--- src/rtl/median_arbiter.sv ---
// median_arbiter: round-robin sequencer sharing one MEDIAN datapath between NREQ window producers.
// Latency: GNT and first STB one cycle after REQ is sampled in IDLE; 9 feed cycles; RVLD one cycle after MED_DSO.
// Backpressure: REQ is a level held until served, STB paces samples; results are a one-cycle RVLD pulse with no stall.
// Optional: define MEDIAN_ARB_TIMEOUT_EN to add the WAIT watchdog (TMO cycles) and the sticky ERR flag.
module median_arbiter #(
  parameter int NREQ = 4,
  parameter int W    = 8,
  parameter int TMO  = 64
) (
  input  logic              CLK,
  input  logic              nRST,
  input  logic [NREQ-1:0]   REQ,
  input  logic [NREQ*W-1:0] DIN,
  output logic [NREQ-1:0]   GNT,
  output logic [NREQ-1:0]   STB,
  output logic [W-1:0]      RES,
  output logic [NREQ-1:0]   RVLD,
  output logic [W-1:0]      MED_DI,
  output logic              MED_DSI,
  input  logic [W-1:0]      MED_DO,
  input  logic              MED_DSO,
  output logic              ERR
);

  localparam int PW = (NREQ > 1) ? $clog2(NREQ) : 1;

  typedef enum logic [1:0] {IDLE, FEED, WAIT, DONE} state_t;

  state_t        state;
  state_t        state_nxt;
  logic [3:0]    cnt;
  logic [PW-1:0] last;
  logic [PW-1:0] gidx;
  logic          pick_vld;
  logic [PW-1:0] pick_idx;
  logic          tmo_hit;

  // Round-robin search upward from last+1; later hits overwrite, so the nearest requester wins
  always_comb begin
    pick_vld = 1'b0;
    pick_idx = '0;
    for (int i = NREQ; i >= 1; i--) begin
      if (REQ[(int'(last) + i) % NREQ]) begin
        pick_vld = 1'b1;
        pick_idx = PW'((int'(last) + i) % NREQ);
      end
    end
  end

  // Next-state logic; a watchdog expiry in WAIT skips DONE and returns straight to IDLE
  always_comb begin
    state_nxt = state;
    unique case (state)
      IDLE:    if (pick_vld) state_nxt = FEED;
      FEED:    if (cnt == 4'd8) state_nxt = WAIT;
      WAIT: begin
        if (MED_DSO)      state_nxt = DONE;
        else if (tmo_hit) state_nxt = IDLE;
      end
      DONE:    state_nxt = IDLE;
      default: state_nxt = IDLE;
    endcase
  end

  // Outputs decoded from state; the sample mux is gated so MED_DI is 0 outside a window
  always_comb begin
    MED_DSI = (state == FEED);
    STB     = MED_DSI ? GNT : '0;
    RVLD    = (state == DONE) ? GNT : '0;
    MED_DI  = MED_DSI ? DIN[int'(gidx)*W +: W] : '0;
  end

  // State register
  always_ff @(posedge CLK or negedge nRST) begin
    if (!nRST) state <= IDLE;
    else       state <= state_nxt;
  end

  // Grant, round-robin pointer and feed counter; the pointer moves at grant time
  always_ff @(posedge CLK or negedge nRST) begin
    if (!nRST) begin
      GNT  <= '0;
      gidx <= '0;
      last <= PW'(NREQ - 1);
      cnt  <= '0;
    end else begin
      unique case (state)
        IDLE: if (pick_vld) begin
          GNT  <= NREQ'(1) << pick_idx;
          gidx <= pick_idx;
          last <= pick_idx;
          cnt  <= '0;
        end
        FEED:    cnt <= (cnt == 4'd8) ? 4'd0 : cnt + 4'd1;
        WAIT:    if (!MED_DSO && tmo_hit) GNT <= '0;
        DONE:    GNT <= '0;
        default: GNT <= '0;
      endcase
    end
  end

  // Result capture; RES holds until the next window's median arrives
  always_ff @(posedge CLK or negedge nRST) begin
    if (!nRST)                          RES <= '0;
    else if (state == WAIT && MED_DSO)  RES <= MED_DO;
  end

`ifdef MEDIAN_ARB_TIMEOUT_EN
  localparam int TW = $clog2(TMO + 1);
  logic [TW-1:0] wcnt;

  // wcnt is 0 in the first WAIT cycle, so the hit lands on the TMO-th WAIT cycle
  assign tmo_hit = (state == WAIT) && (wcnt == TW'(TMO - 1));

  // WAIT watchdog and sticky timeout flag
  always_ff @(posedge CLK or negedge nRST) begin
    if (!nRST) begin
      wcnt <= '0;
      ERR  <= 1'b0;
    end else begin
      if (state != WAIT)  wcnt <= '0;
      else if (!MED_DSO)  wcnt <= wcnt + TW'(1);
      if (tmo_hit && !MED_DSO) ERR <= 1'b1;
    end
  end
`else
  // No watchdog: WAIT lasts until MED_DSO arrives
  assign tmo_hit = 1'b0;
  assign ERR     = 1'b0;

  if (TMO < 1) begin : g_tmo_range
    $error("median_arbiter: TMO must be at least 1");
  end
`endif

endmodule

--- config.mk ---
export PLATFORM = sky130hd
export DESIGN_NAME = median_arbiter
export DESIGN_NICKNAME = d
export VERILOG_FILES = /design/src/rtl/median_arbiter.sv
export SDC_FILE = /design/constraint.sdc
export NUM_CORES = 1
export LEC_CHECK = 0
export ABC_AREA = 1
export BUFFER_PORTS_ARGS = -buffer_cell sky130_fd_sc_hd__buf_4
export CORE_MARGIN = 2
export CORE_UTILIZATION = 30
export CTS_BUF_LIST = sky130_fd_sc_hd__clkbuf_8
export DETAILED_ROUTE_END_ITERATION = 16
export GPL_TIMING_DRIVEN = 0
export HOLD_SLACK_MARGIN = 0.06
export PLACE_DENSITY = 0.7
export SYNTH_ARGS = -nofsm -noshare
export SYNTH_HDL_FRONTEND = slang
export SYNTH_SLANG_ARGS = --single-unit
--- constraint.sdc ---
create_clock -name CLK -period 1.38 [get_ports CLK]
set_input_delay 0.069 -clock CLK [delete_from_list [all_inputs] [get_ports CLK]]
set_output_delay 0.069 -clock CLK [all_outputs]
set_load 0.02 [all_outputs]
======== Yosys cells after proc, flatten, opt, wreduce, memory -nomap -nowiden ========
Cells that the tools add are included.
cells by class
  shifts and indexed selects .............. 2
  magnitude comparators ................... 4
  multiplexer cells ....................... 32
  equal/unequal tests ..................... 7
  reduce and logical (&&, ||, !) cells .... 12
  bitwise gates (word level) .............. 4
  $add $sub $neg .......................... 5
operators by type and width
  operator             count
  $shiftx 32x6->8      1
  $mux 4               5
  $lt 3x4->1 const B   4
  $pmux 4 s2           2
  $mux 2               7
  $mux 1               12
  $bmux 1 s2           4
  $mux 8               1
  $pmux 2 s4           1
  $reduce_or 2->1      4
  $reduce_and 2->1     3
  $add 2x1->2 const B  2
  $add 2x2->2 const B  2
  $add 4x1->4 const B  1
  $and 1x1->1 const A  4
  $eq 2x2->1 const B   2
  $eq 4x4->1 const B   1
  $ne 2x2->1 const B   2
  $reduce_bool 2->1    2
  $shl 1x2->4 const A  1
  $reduce_and 3->1     1
  $eq 2x1->1 const B   1
  $logic_not 2->1      1
  $ne 2x1->1 const B   1
  $logic_and 1x1->1    1
word-level totals
  output and inout port bits .............. 30
  bits in registers ....................... 22

======== Depth between registers and ports, before layout ========
  word-level depth ........................ 13
  gate-level depth with buffers ........... 14
  mapped depth without buffers ............ 13

======== Worst setup path after synthesis ========
OpenSTA, ideal clock, no wires.
  kind .................................... flip-flop to output port
  start ................................... register state[1]
  end ..................................... output MED_DI[0]
  required time ........................... 1.311 ns
  stages on the path, launching flop included .. 6
  path buffers ............................ 1
  path slack .............................. -0.210 ns
  arrival time ............................ 1.521 ns
  cells stage by stage .................... dfrtp_1 > inv_1 > ha_1 > buf_2 > clkinv_1 > a21oi_1
on the way
  longest elaborated chain between the ends .. 2
RTL lines
  what                    line  source
  from (decl)             29    state_t state;
  from (signal assigned)  76    else state <= state_nxt;
  $eq 2x1->1              67    MED_DSI = (state == FEED);
  named net MED_DSI       19    output logic MED_DSI,
  $mux 8                  70    MED_DI = MED_DSI ? DIN[int'(gidx)*W +: W] : '0;
  to (decl)               18    output logic [W-1:0] MED_DI,
The timed path passes the listed nets, and every way through them passes these cells.

======== Final worst setup path ========
  start ................................... register last[0]
  end ..................................... register GNT[3]
on the way
  longest elaborated chain between the ends .. 11
  elaborated cells on any way between the ends .. 29
  classes of those cells .................. add/sub: 4; eq/ne: 1; shift: 1; mux: 22; reduce/logical: 1
RTL lines
  what                                        line    source
  from (decl)                                 32      logic [PW-1:0] last;
  from (signal assigned)                      84      last <= PW'(NREQ - 1);
  from (signal assigned)                      91      last <= pick_idx;
  $add 2x1->2                                 43, 45
  $bmux 1 s2                                  43      if (REQ[(int'(last) + i) % NREQ]) begin
  $mux 1 (implied by the code) (2 in series)  43
  $mux 2 (4 in series)                        43
  $shl 1x2->4                                 89      GNT <= NREQ'(1) << pick_idx;
  $mux 4                                      88      IDLE: if (pick_vld) begin
  $pmux 4 s2                                  87      unique case (state)
  to (signal assigned)                        89
  to (decl)                                   14      output logic [NREQ-1:0] GNT,
Several ways; a longest one is shown, not always the timed one. The select of a mux whose other input is x is not followed.
A chain may end at the register's enable or synchronous reset.

==> flow_metrics.env <==
export IMPL_drv_slew=0
export IMPL_port_buffers=75
export IMPL_period_share_pct=117
export IMPL_rr_startpoint="last[0]"
export IMPL_finalHoldViolCount=0
export IMPL_crit_path_start_kind="flop"
export IMPL_min_period_ns=1.62
export IMPL_fin_hold_ws_ns=0.230
export IMPL_final_area_um2=2880
export IMPL_path_buf_inv=2
export IMPL_cpPeakStageDelay_ns=0.54
export IMPL_post_route_drc_count=0
export IMPL_synth_avg_cell_area_um2=6.94
export IMPL_setup_violations=22
export IMPL_cts_tree="built"
export IMPL_antenna_found_initial=0
export IMPL_clk_insertion_delay_late_ns=0.25
export IMPL_clockRootBuffer="clkbuf_8"
export IMPL_dpl_cell_area_um2=2320
export IMPL_reg2reg_depth=11
export IMPL_htreeDepth=1
export IMPL_finalWorstSetupSlack_ns=-0.239
export IMPL_p_total_mw=6.13
export IMPL_p_leak_nw=1.47
export IMPL_core_um2=5170
export IMPL_cap_violations=0
export IMPL_gr_total_overflow=0
export IMPL_cp_top_family="simple AND/OR/NAND/NOR gates"
export IMPL_num_rows=26
export IMPL_clock_fmax_mhz=618
export IMPL_syn_num_nets=287
export IMPL_powerDensity_nw_per_um2=2130
export IMPL_fin_skew_ns=0.00314
export IMPL_wl_per_cell_um=11.5
export IMPL_whs_path_depth=3
export IMPL_initialDrtViolationCount=65
export IMPL_hp_class="in2reg"
export IMPL_numCtsBuffers=3
export IMPL_rsz0062_at_grt="yes"
export IMPL_crit_chain="buf_6 > inv_8 > nand2_4 > nand2_4 > nor2_4 > nand3_2 > nor2_4 > nand2_4 > o21ai_4 > nand2_1 > nand2_1"
export IMPL_drt_total_wl_mm=4.64
export IMPL_grt_first_pass_wirelength_mm=7.33
export IMPL_gp_congestion=0.841
export IMPL_cp_arrival_ns=1.81
export IMPL_clock_path_buffers=2
export IMPL_cp_slowest_cell="dfstp_2"
export IMPL_grt_pass1_vias=1688
export IMPL_outcome="finished, violations left"
export IMPL_path_clk_slew_ns=0.07
export IMPL_synthTopCellsByArea="dfrtp_1, nand2_1, nor2_1"
export IMPL_die_area_um2=6010
export IMPL_start_util_pct=31.4
export IMPL_worstSetupPathType="reg2reg"
export IMPL_die_height_um=77.6
export IMPL_nets=389
export IMPL_chipWidth_um=77.6
export IMPL_ir_drop_mv=0.952
export IMPL_hold_end="RES[7]"
export IMPL_vias=1827
export IMPL_cp_max_fo=8
export IMPL_rrSetupSlack_ns=-0.24
export IMPL_r2r_end="GNT[3]"
export IMPL_synthCells=234
export IMPL_violations="setup timing"
export IMPL_dr_pass1_iters=4
export IMPL_ys_seq_area_share_pct=34.1
export IMPL_yosys_warnings=0
export IMPL_drive_gt1_share_pct=53.7
export IMPL_netlist_area_um2=1620
export IMPL_hp_start="MED_DSO"
export IMPL_final_cell_mix="buf_4, nand2_1, inv_1, nor2_1, dfrtp_1"
export IMPL_clock_sinks=22
export IMPL_io_pins=77
export IMPL_grt_start_max_net_pins=23
export IMPL_ys_types=28
export IMPL_yosysTopAreaCell="dfrtp_1"
export IMPL_vias_per_cell=4.51
export IMPL_ys_ff_latch=22
export IMPL_antenna_left=0
export IMPL_n_antenna_cell=0
export IMPL_required_ns=1.57
export IMPL_groute_usage_overall_pct=14.4
export IMPL_end_kind="flop"
export IMPL_dp_hpwl_mm=3.25
export IMPL_syn_to_final_growth_pct=77.3
export IMPL_final_common_cell="buf_4"
export IMPL_cpMostUsedCell="nand2_4"
export IMPL_yosys_area_top_type_share_pct=30.8
-- how the worst max path moves through the flow --
stage / slack [ns] / cells after the start / end / start
5_1_grt: -0.33 / 11 / GNT[0] / last[0]
2_1_floorplan: -0.1 / 11 / state[0] / last[0]
6_report: -0.24 / 11 / GNT[3] / last[0]
3_5_place_dp: -0.31 / 6 / MED_DI[3] / gidx[0]
3_3_place_gp: -0.29 / 6 / MED_DI[3] / gidx[0]
4_1_cts: -0.21 / 13 / GNT[0] / last[0]
-- where the power goes --
part | switching (mW) | total [mW] | leakage, nW | internal [mW]
logic | 2.49 | 4.56 | 1.18 | 2.06
registers | 0.227 | 1.18 | 0.268 | 0.957
clock network | 0.189 | 0.386 | 0.0269 | 0.198
total | 2.91 | 6.13 | 1.47 | 3.22
-- metal layers --
metal  global-route usage (%)  up-vias  share of wire [%]  wire (um)
li1                         -      942                  -          -
met5                        0        -                  0          0
met3                     1.98        4                3.2        148
met4                     1.96        0               0.67         31
met2                     27.2       41                 53       2440
met1                     17.8      840                 44       2020
-- registers in the layout, summed over array words and instances, names as in the netlist --
| name | count |
|---|---|
| RES | 8 |
| cnt | 4 |
| state | 2 |
| GNT | 4 |
| gidx | 2 |
| last | 2 |
-- metrics by stage --
step	std cells	setup TNS, ns	setup slack [ns]	utilization [%]
after detailed placement	379	-5.89	-0.306	44.9
final	405	-3.37	-0.239	55.6
after global placement	379	-5.24	-0.286	44.9
after CTS	398	-3.18	-0.209	51.2
after global routing	405	-5.31	-0.334	55.6
after floorplan	234	-1.17	-0.0994	-
-- tightest hold or removal path, cell delays in order --
cell	delay, ns
buf_4	0.12
nand2_4	0.10
mux2_2	0.16
-- repair_timing --
item / CTS / global route
gates resized for setup: 35 / 64
setup endpoints to repair: 37 / 38
hold endpoints to repair: 30 / 0
buffers inserted: 6 / 4
hold buffers: 9 / 0
gates cloned: 2 / 3
pin swaps: 5 / 30
-- final cells by class --
type,instances,area [um2]
Tap cell,70,87.6
Buffer,5,65.1
Clock buffer,3,41.3
Fill cell,485,2300
Multi-Input combinational cell,174,1120
Timing Repair Buffer,98,848
Timing Repair inverter,1,8.76
Clock inverter,1,3.75
Inverter,31,143
Sequential cell,22,557
-- cells by family after synthesis --
group           Yosys count  synth area share [%]
flops                    22                  34.1
other cells               1                 0.231
buf+inv                  38                  9.95
mux                       8                  5.55
simple gates            122                  33.1
fa+ha+maj                 6                  4.63
compound gates           37                  12.5
-- synthesized netlist by cell type, drive strengths merged --
| cell type | count |
|---|---|
| conb | 1 |
| nor2 | 40 |
| clkbuf | 3 |
| nand4 | 3 |
| dfrtp | 20 |
| or2 | 1 |
| inv | 29 |
| nand3 | 10 |
| ha | 6 |
| dfstp | 2 |
| nand2 | 67 |
| o21ai | 28 |
| a21oi | 8 |
| mux2 | 8 |
| clkinv | 2 |
| a211oi | 1 |
| nor3b | 1 |
| buf | 4 |
No activity file was read; power rests on OpenSTA's default activity.
